===== src/rtl/boss_ctrl.sv =====
// Two-phase boss controller: bounce motion, bullet hit detection, HP, invulnerability and death sequence.
// Optional build macro BOSS_FLASH_EN blinks the sprite while invulnerable or dying.
module boss_ctrl #(
    parameter int X_INIT        = 600,
    parameter int Y_INIT        = 40,
    parameter int X_SIZE        = 45,
    parameter int Y_SIZE        = 60,
    parameter int Y_MIN         = 4,
    parameter int Y_MAX         = 400,
    parameter int STEP_P1       = 3,
    parameter int STEP_P2       = 5,
    parameter int HP_MAX        = 200,
    parameter int HP_W          = 9,
    parameter int ENRAGE_HP     = 100,
    parameter int INVULN_FRAMES = 8,
    parameter int DEATH_FRAMES  = 60,
    parameter int ACTIVE_STATE  = 2
) (
    input  logic            Clk,
    input  logic            Reset_n,
    input  logic            frame_clk,
    input  logic            key_R,
    input  logic            is_bullet,
    input  logic [3:0]      state_index,
    input  logic [9:0]      DrawX,
    input  logic [9:0]      DrawY,
    output logic [9:0]      boss_X_Addr,
    output logic [9:0]      boss_Y_Addr,
    output logic            is_boss,
    output logic [HP_W-1:0] boss_hp,
    output logic [2:0]      boss_phase,
    output logic            hit_pulse,
    output logic            boss_dead
);
    localparam int IW = (INVULN_FRAMES < 2) ? 1 : $clog2(INVULN_FRAMES + 1);
    localparam int DW = (DEATH_FRAMES < 8) ? 3 : $clog2(DEATH_FRAMES + 1);

    typedef enum logic [2:0] {
        IDLE   = 3'd0,
        PHASE1 = 3'd1,
        PHASE2 = 3'd2,
        DYING  = 3'd3,
        DEAD   = 3'd4
    } state_t;

    state_t          state;
    logic [9:0]      boss_y;
    logic            dir_up;
    logic [IW-1:0]   inv_cnt;
    logic [DW-1:0]   death_cnt;
    logic            shoot;
    logic            ovl_seen;
    logic            fr_q1, fr_q2, fr_tick;
    logic            active, live, in_win, overlap, hit_ok, blink;
    logic [10:0]     step, y_down_edge;
    logic [9:0]      y_nxt;
    logic            up_nxt;

    assign boss_phase  = state;
    assign fr_tick     = fr_q1 & ~fr_q2;
    assign active      = (state_index == 4'(ACTIVE_STATE));
    assign live        = (state == PHASE1) || (state == PHASE2);
    assign boss_X_Addr = DrawX - 10'(X_INIT);
    assign boss_Y_Addr = DrawY - boss_y;
    assign in_win      = (boss_X_Addr <= 10'(X_SIZE)) && (boss_Y_Addr <= 10'(Y_SIZE));
    assign overlap     = in_win & is_bullet;
    assign hit_ok      = overlap & ~shoot & (inv_cnt == '0) & live;

`ifdef BOSS_FLASH_EN
    assign blink = ((inv_cnt != '0) && inv_cnt[0]) || ((state == DYING) && death_cnt[2]);
`else
    assign blink = 1'b0;
`endif

    assign is_boss = in_win && (live || (state == DYING)) && !blink;

    // Bounce with clamping at both limits; 11-bit sums keep the bottom test from wrapping.
    always_comb begin
        step        = (state == PHASE2) ? 11'(STEP_P2) : 11'(STEP_P1);
        y_down_edge = {1'b0, boss_y} + 11'(Y_SIZE) + step;
        y_nxt       = boss_y;
        up_nxt      = dir_up;
        if (dir_up) begin
            if ({1'b0, boss_y} <= 11'(Y_MIN) + step) begin
                y_nxt  = 10'(Y_MIN);
                up_nxt = 1'b0;
            end else begin
                y_nxt = boss_y - step[9:0];
            end
        end else if (y_down_edge >= 11'(Y_MAX)) begin
            y_nxt  = 10'(Y_MAX - Y_SIZE);
            up_nxt = 1'b1;
        end else begin
            y_nxt = boss_y + step[9:0];
        end
    end

    always_ff @(posedge Clk or negedge Reset_n) begin
        if (!Reset_n) begin
            fr_q1 <= 1'b0;
            fr_q2 <= 1'b0;
        end else begin
            fr_q1 <= frame_clk;
            fr_q2 <= fr_q1;
        end
    end

    always_ff @(posedge Clk or negedge Reset_n) begin
        if (!Reset_n) begin
            state     <= IDLE;
            boss_y    <= 10'(Y_INIT);
            dir_up    <= 1'b0;
            boss_hp   <= HP_W'(HP_MAX);
            inv_cnt   <= '0;
            death_cnt <= '0;
            shoot     <= 1'b0;
            ovl_seen  <= 1'b0;
            hit_pulse <= 1'b0;
            boss_dead <= 1'b0;
        end else if (key_R) begin
            state     <= IDLE;
            boss_y    <= 10'(Y_INIT);
            dir_up    <= 1'b0;
            boss_hp   <= HP_W'(HP_MAX);
            inv_cnt   <= '0;
            death_cnt <= '0;
            shoot     <= 1'b0;
            ovl_seen  <= 1'b0;
            hit_pulse <= 1'b0;
            boss_dead <= 1'b0;
        end else begin
            hit_pulse <= hit_ok;
            ovl_seen  <= fr_tick ? 1'b0 : (ovl_seen | overlap);
            if (hit_ok) begin
                boss_hp <= (boss_hp == '0) ? '0 : boss_hp - 1'b1;
                shoot   <= 1'b1;
                inv_cnt <= IW'(INVULN_FRAMES);
            end else if (fr_tick) begin
                // The latch only releases after a whole frame without any bullet overlap.
                if (!ovl_seen && !overlap) shoot <= 1'b0;
                if (inv_cnt != '0) inv_cnt <= inv_cnt - 1'b1;
            end

            case (state)
                IDLE: begin
                    if (active) state <= PHASE1;
                end
                PHASE1, PHASE2: begin
                    if (fr_tick) begin
                        boss_y <= y_nxt;
                        dir_up <= up_nxt;
                    end
                    if (!active)
                        state <= IDLE;
                    else if (boss_hp == '0)
                        state <= DYING;
                    else if ((state == PHASE1) && (boss_hp <= HP_W'(ENRAGE_HP)))
                        state <= PHASE2;
                end
                DYING: begin
                    if (fr_tick) begin
                        if (death_cnt == DW'(DEATH_FRAMES - 1)) begin
                            state     <= DEAD;
                            boss_dead <= 1'b1;
                        end else begin
                            death_cnt <= death_cnt + 1'b1;
                        end
                    end
                end
                DEAD: begin
                    boss_dead <= 1'b1;
                end
                default: state <= IDLE;
            endcase
        end
    end
endmodule


===== config.mk =====
export PLATFORM = sky130hd
export DESIGN_NAME = boss_ctrl
export DESIGN_NICKNAME = d
export VERILOG_FILES = /design/src/rtl/boss_ctrl.sv
export SDC_FILE = /design/constraint.sdc
export NUM_CORES = 1
export LEC_CHECK = 0
export CORE_MARGIN = 2
export CORE_UTILIZATION = 58
export DETAILED_ROUTE_END_ITERATION = 16
export GPL_ROUTABILITY_DRIVEN = 0
export GPL_TIMING_DRIVEN = 1
export HOLD_SLACK_MARGIN = 0.12
export PLACE_DENSITY = 0.9
export REMOVE_ABC_BUFFERS = 1
export SYNTH_ARGS = -nofsm -noshare
export SYNTH_HDL_FRONTEND = slang
export SYNTH_SLANG_ARGS = --single-unit

===== constraint.sdc =====
create_clock -name Clk -period 7.9 [get_ports Clk]
set_input_delay 1.58 -clock Clk [delete_from_list [all_inputs] [get_ports Clk]]
set_output_delay 1.58 -clock Clk [all_outputs]
set_load 0.01 [all_outputs]

==> impl_metrics.csv <==
group,metric,value,unit
status,status,"finished, final reports clean",
worst_setup_path,cp_slowest_stage_delay,0.58,ns
worst_setup_path,cp_top_family,"buffers and inverters",
worst_setup_path,crit_arrival,5.05,ns
yosys,async_reset_ff_share,100.0,%
timing,rsz0062_at_grt,"false",
timing,min_period_over_period,83.93,%
worst_setup_path,worst-endpoint-required,6.32,ns
yosys,synthCells,431,
clock_network,numCtsBuffers,5,
clock_network,cts_resized,0,
global_route,antenna_found_initial,0,
yosys,yosysWarningCount,0,
placement,hpwl,7197,µm
clock_network,cts_hold_buf,0,
clock_network,cts_setup_buffers,0,
worst_setup_path,crit_type,"input pin to output port",
timing,hold_viol_final,0,
detailed_routing,drc,0,
yosys,synth_xor_area_share,6.466,%
timing,max_slew_margin,39.69,%
power,total_power,647.5,µW
yosys,ys_seq_area_share,26.86,%
timing,final_max_slew_viol_count,0,
worst_setup_path,path_cells,"clkdlybuf4s50_1, inv_1, ha_1, inv_1, fa_1, a21o_1, nand4_1, nand3_1, or4_4, a211oi_4, nand2_1, nor3_1, clkdlybuf4s50_1",
placement,pre_cts_slack,1.335,ns
yosys,netlist_area,0.003657,mm²
clock_network,htree_num_levels,2,
die,die_area,0.006956,mm²
die,row_count,28,
layout,postLayoutCellArea,0.004360,mm²
worst_setup_path,r2r_cells,12,
timing,fin_crit,6.630,ns
timing,setup_viol,0,
timing,skew,0.008438,ns
detailed_routing,vias,3571,
timing,max_freq,0.1508,GHz
detailed_routing,ant_nets,0,
global_route,grtUsageTotal,26.72,%
timing,fin_ws,1.270,ns
yosys,synth_compound_area_share,24.36,%
yosys,synth_top_family_by_area,"compound AO/OA/AOI/OAI gates",
power,clock_power_share,21.0,%
yosys,avgSynthCellArea,8.486,µm²
layout,layout_commonest_cell,"clkdlybuf4s50_1",
worst_setup_path,cp_max_fo,13,
yosys,synth_cell_types,69,
clock_network,cts.sinks,39,
power,power_frac_seq,35.1,%
clock_network,clkLatencyLatePin,0.30,ns
detailed_routing,wl_per_cell,16.84,µm
min_path,hold_depth,0,
job,maxCapViolCount,0,
die,die_y,83.41,µm
die,ios,64,
detailed_routing,drt-pass1-iter-count,5,
detailed_routing,routed_wl,9412,µm
yosys,synth_seq_cells,39,
min_path,min_path_type,"flop to flop",
layout,drive_gt1_share,5.372,%
yosys,muxShareOfSynthArea,1.403,%
min_path,min_to,"fr_q2$_DFF_PN0_",
global_route,grt_pass1_vias,3505,
power,p_sw_share,38.74,%
detailed_routing,drtIter0Drc,277,
timing,fin_tns_setup,0,ns
worst_setup_path,crit_slowest_cell,"or4_4",
layout,fillCellCount,457,
timing,tightest_slew,0.9047,ns
clock_network,cts_tree,"yes",
worst_setup_path,reg2reg_slack,3.36,ns
power,p_comb_share,43.9,%
layout,area_delta_synth_final,19.23,%
global_route,grt_max_degree,40,
layout,mostFrequentLayoutCells,"clkdlybuf4s50_1 (60), nor2_1 (42), inv_1 (34), dfrtp_1 (34), ha_1 (32)",
die,initial_core_util,61.05,%
yosys,yosys.area_share.simple,21.31,%
global_route,grt_pass1_wl,15700,µm
worst_setup_path,end_kind,"output port",
power,p_leak,1.837,nW
power,ir_drop,0.0001006,V
worst_setup_path,critPathLaunch,"DrawY[0]",
die,fp.dieW,83.41,µm
timing,whs,0.4236,ns
yosys,synth-edff-count,0,
detailed_routing,routed_via_density,6.388,
layout,num_antenna_cells,0,
worst_setup_path,r2r_start,"boss_phase[2]$_DFFE_PN0P_",
global_route,grt_remaining_overflow,0,
power,p_int,396.7,µW
placement,placed_area,0.004275,mm²
clock_network,clkSlewWorstSetupHoldPaths,0.08,ns
yosys,post_synth_fa_ha_maj_area_fraction,13.68,%
power,p_sw,250.8,µW
clock_network,clk_path_buf_depth,2,
power,power_density,148.5,mW/mm²
worst_setup_path,r2r_end,"boss_y[3]$_DFFE_PN1P_",
placement,portBuffers,61,
layout,layout.nets,549,
min_path,worstHoldStart,"fr_q1$_DFF_PN0_",
clock_network,root_buffer,"clkbuf_8",
die,design.core.area,0.005991,mm²
worst_setup_path,path_buf_inv,4,
worst_setup_path,cp-start-kind,"input pin",
yosys,synth-main-ff-cell,"dfrtp_1",
==> how the worst max path moves through the flow <==
stage	endpoint	slack, ns	cells after the start
after floorplan	is_boss	2.32	11
after global placement	is_boss	1.40	13
after detailed placement	is_boss	1.33	13
after CTS	is_boss	1.32	13
after global routing	is_boss	1.11	13
final	is_boss	1.27	13
==> cells in the mapped netlist (8+ instances only) <==
library cell  count  area (µm²)
a211oi_1          8       60.06
a21o_1           13       97.59
a21oi_1          18       90.09
clkbuf_1          9       33.78
dfrtp_1          34       850.8
ha_1             32       400.4
inv_1            34       127.6
nand2_1          30       112.6
nand4_1           9       56.30
nor2_1           42       157.7
nor2b_1           9       56.30
nor3_1           13       65.06
o2111ai_1         8       70.07
o21ai_0          25       125.1
xnor2_1          18       157.7
xor2_1            9       78.83
==> flip-flops by register name, indices dropped and copies added, names as in the netlist <==
signal and count:
hit_pulse 1, ovl_seen 1, death_cnt 6, boss_dead 1, shoot 1, boss_hp 9
fr_q1 1, dir_up 1, boss_y 10, boss_phase 3, inv_cnt 4, fr_q2 1
==> power by group through the flow <==
stage	combinational, mW	clock, mW	sequential [mW]
global route	0.310	0.145	0.230
CTS	0.281	0.138	0.227
global placement	0.269	0	0.230
detailed placement	0.279	0	0.231
floorplan	0.174	0	0.228
finish	0.284	0.136	0.227
==> stage by stage <==
stage	cells	utilization [%]
finish	559	72.79
global route	559	72.79
CTS	559	72.79
detailed placement	551	71.37
global placement	551	71.37
floorplan	414	-
==> layout make-up <==
| type | instances | area (µm²) | area share, % |
|---|---|---|---|
| tap | 75 | 93.84 | 2.152 |
| clock buffer | 6 | 72.57 | 1.664 |
| timing repair buffer | 62 | 613.1 | 14.06 |
| sequential | 39 | 982.2 | 22.53 |
| clock inverter | 2 | 12.51 | 0.2869 |
| inverter | 34 | 127.6 | 2.927 |
| multi-input combinational | 341 | 2459 | 56.38 |
==> routing by layer <==
metal,track usage [%],up-vias,part of all wire [%],wire length (µm)
li1,-,1681,-,-
met1,32.56,1688,41,3815
met2,47.14,184,50,4752
met3,6.064,18,7.9,739
met4,7.601,0,1.1,104
met5,0,-,0,0
==> kinds of logic (layout without fill, tap and decap cells) <==
| group | Yosys count | count (layout) |
|---|---|---|
| AOI/OAI and AO/OA | 122 | 122 |
| adders and majority gates | 37 | 37 |
| buffers and inverters | 51 | 104 |
| muxes | 5 | 5 |
| xor gates and xnor gates | 27 | 27 |
| and+or+nand+nor | 150 | 150 |
| DFF | 39 | 39 |
(Power assumes the default switching activity.)
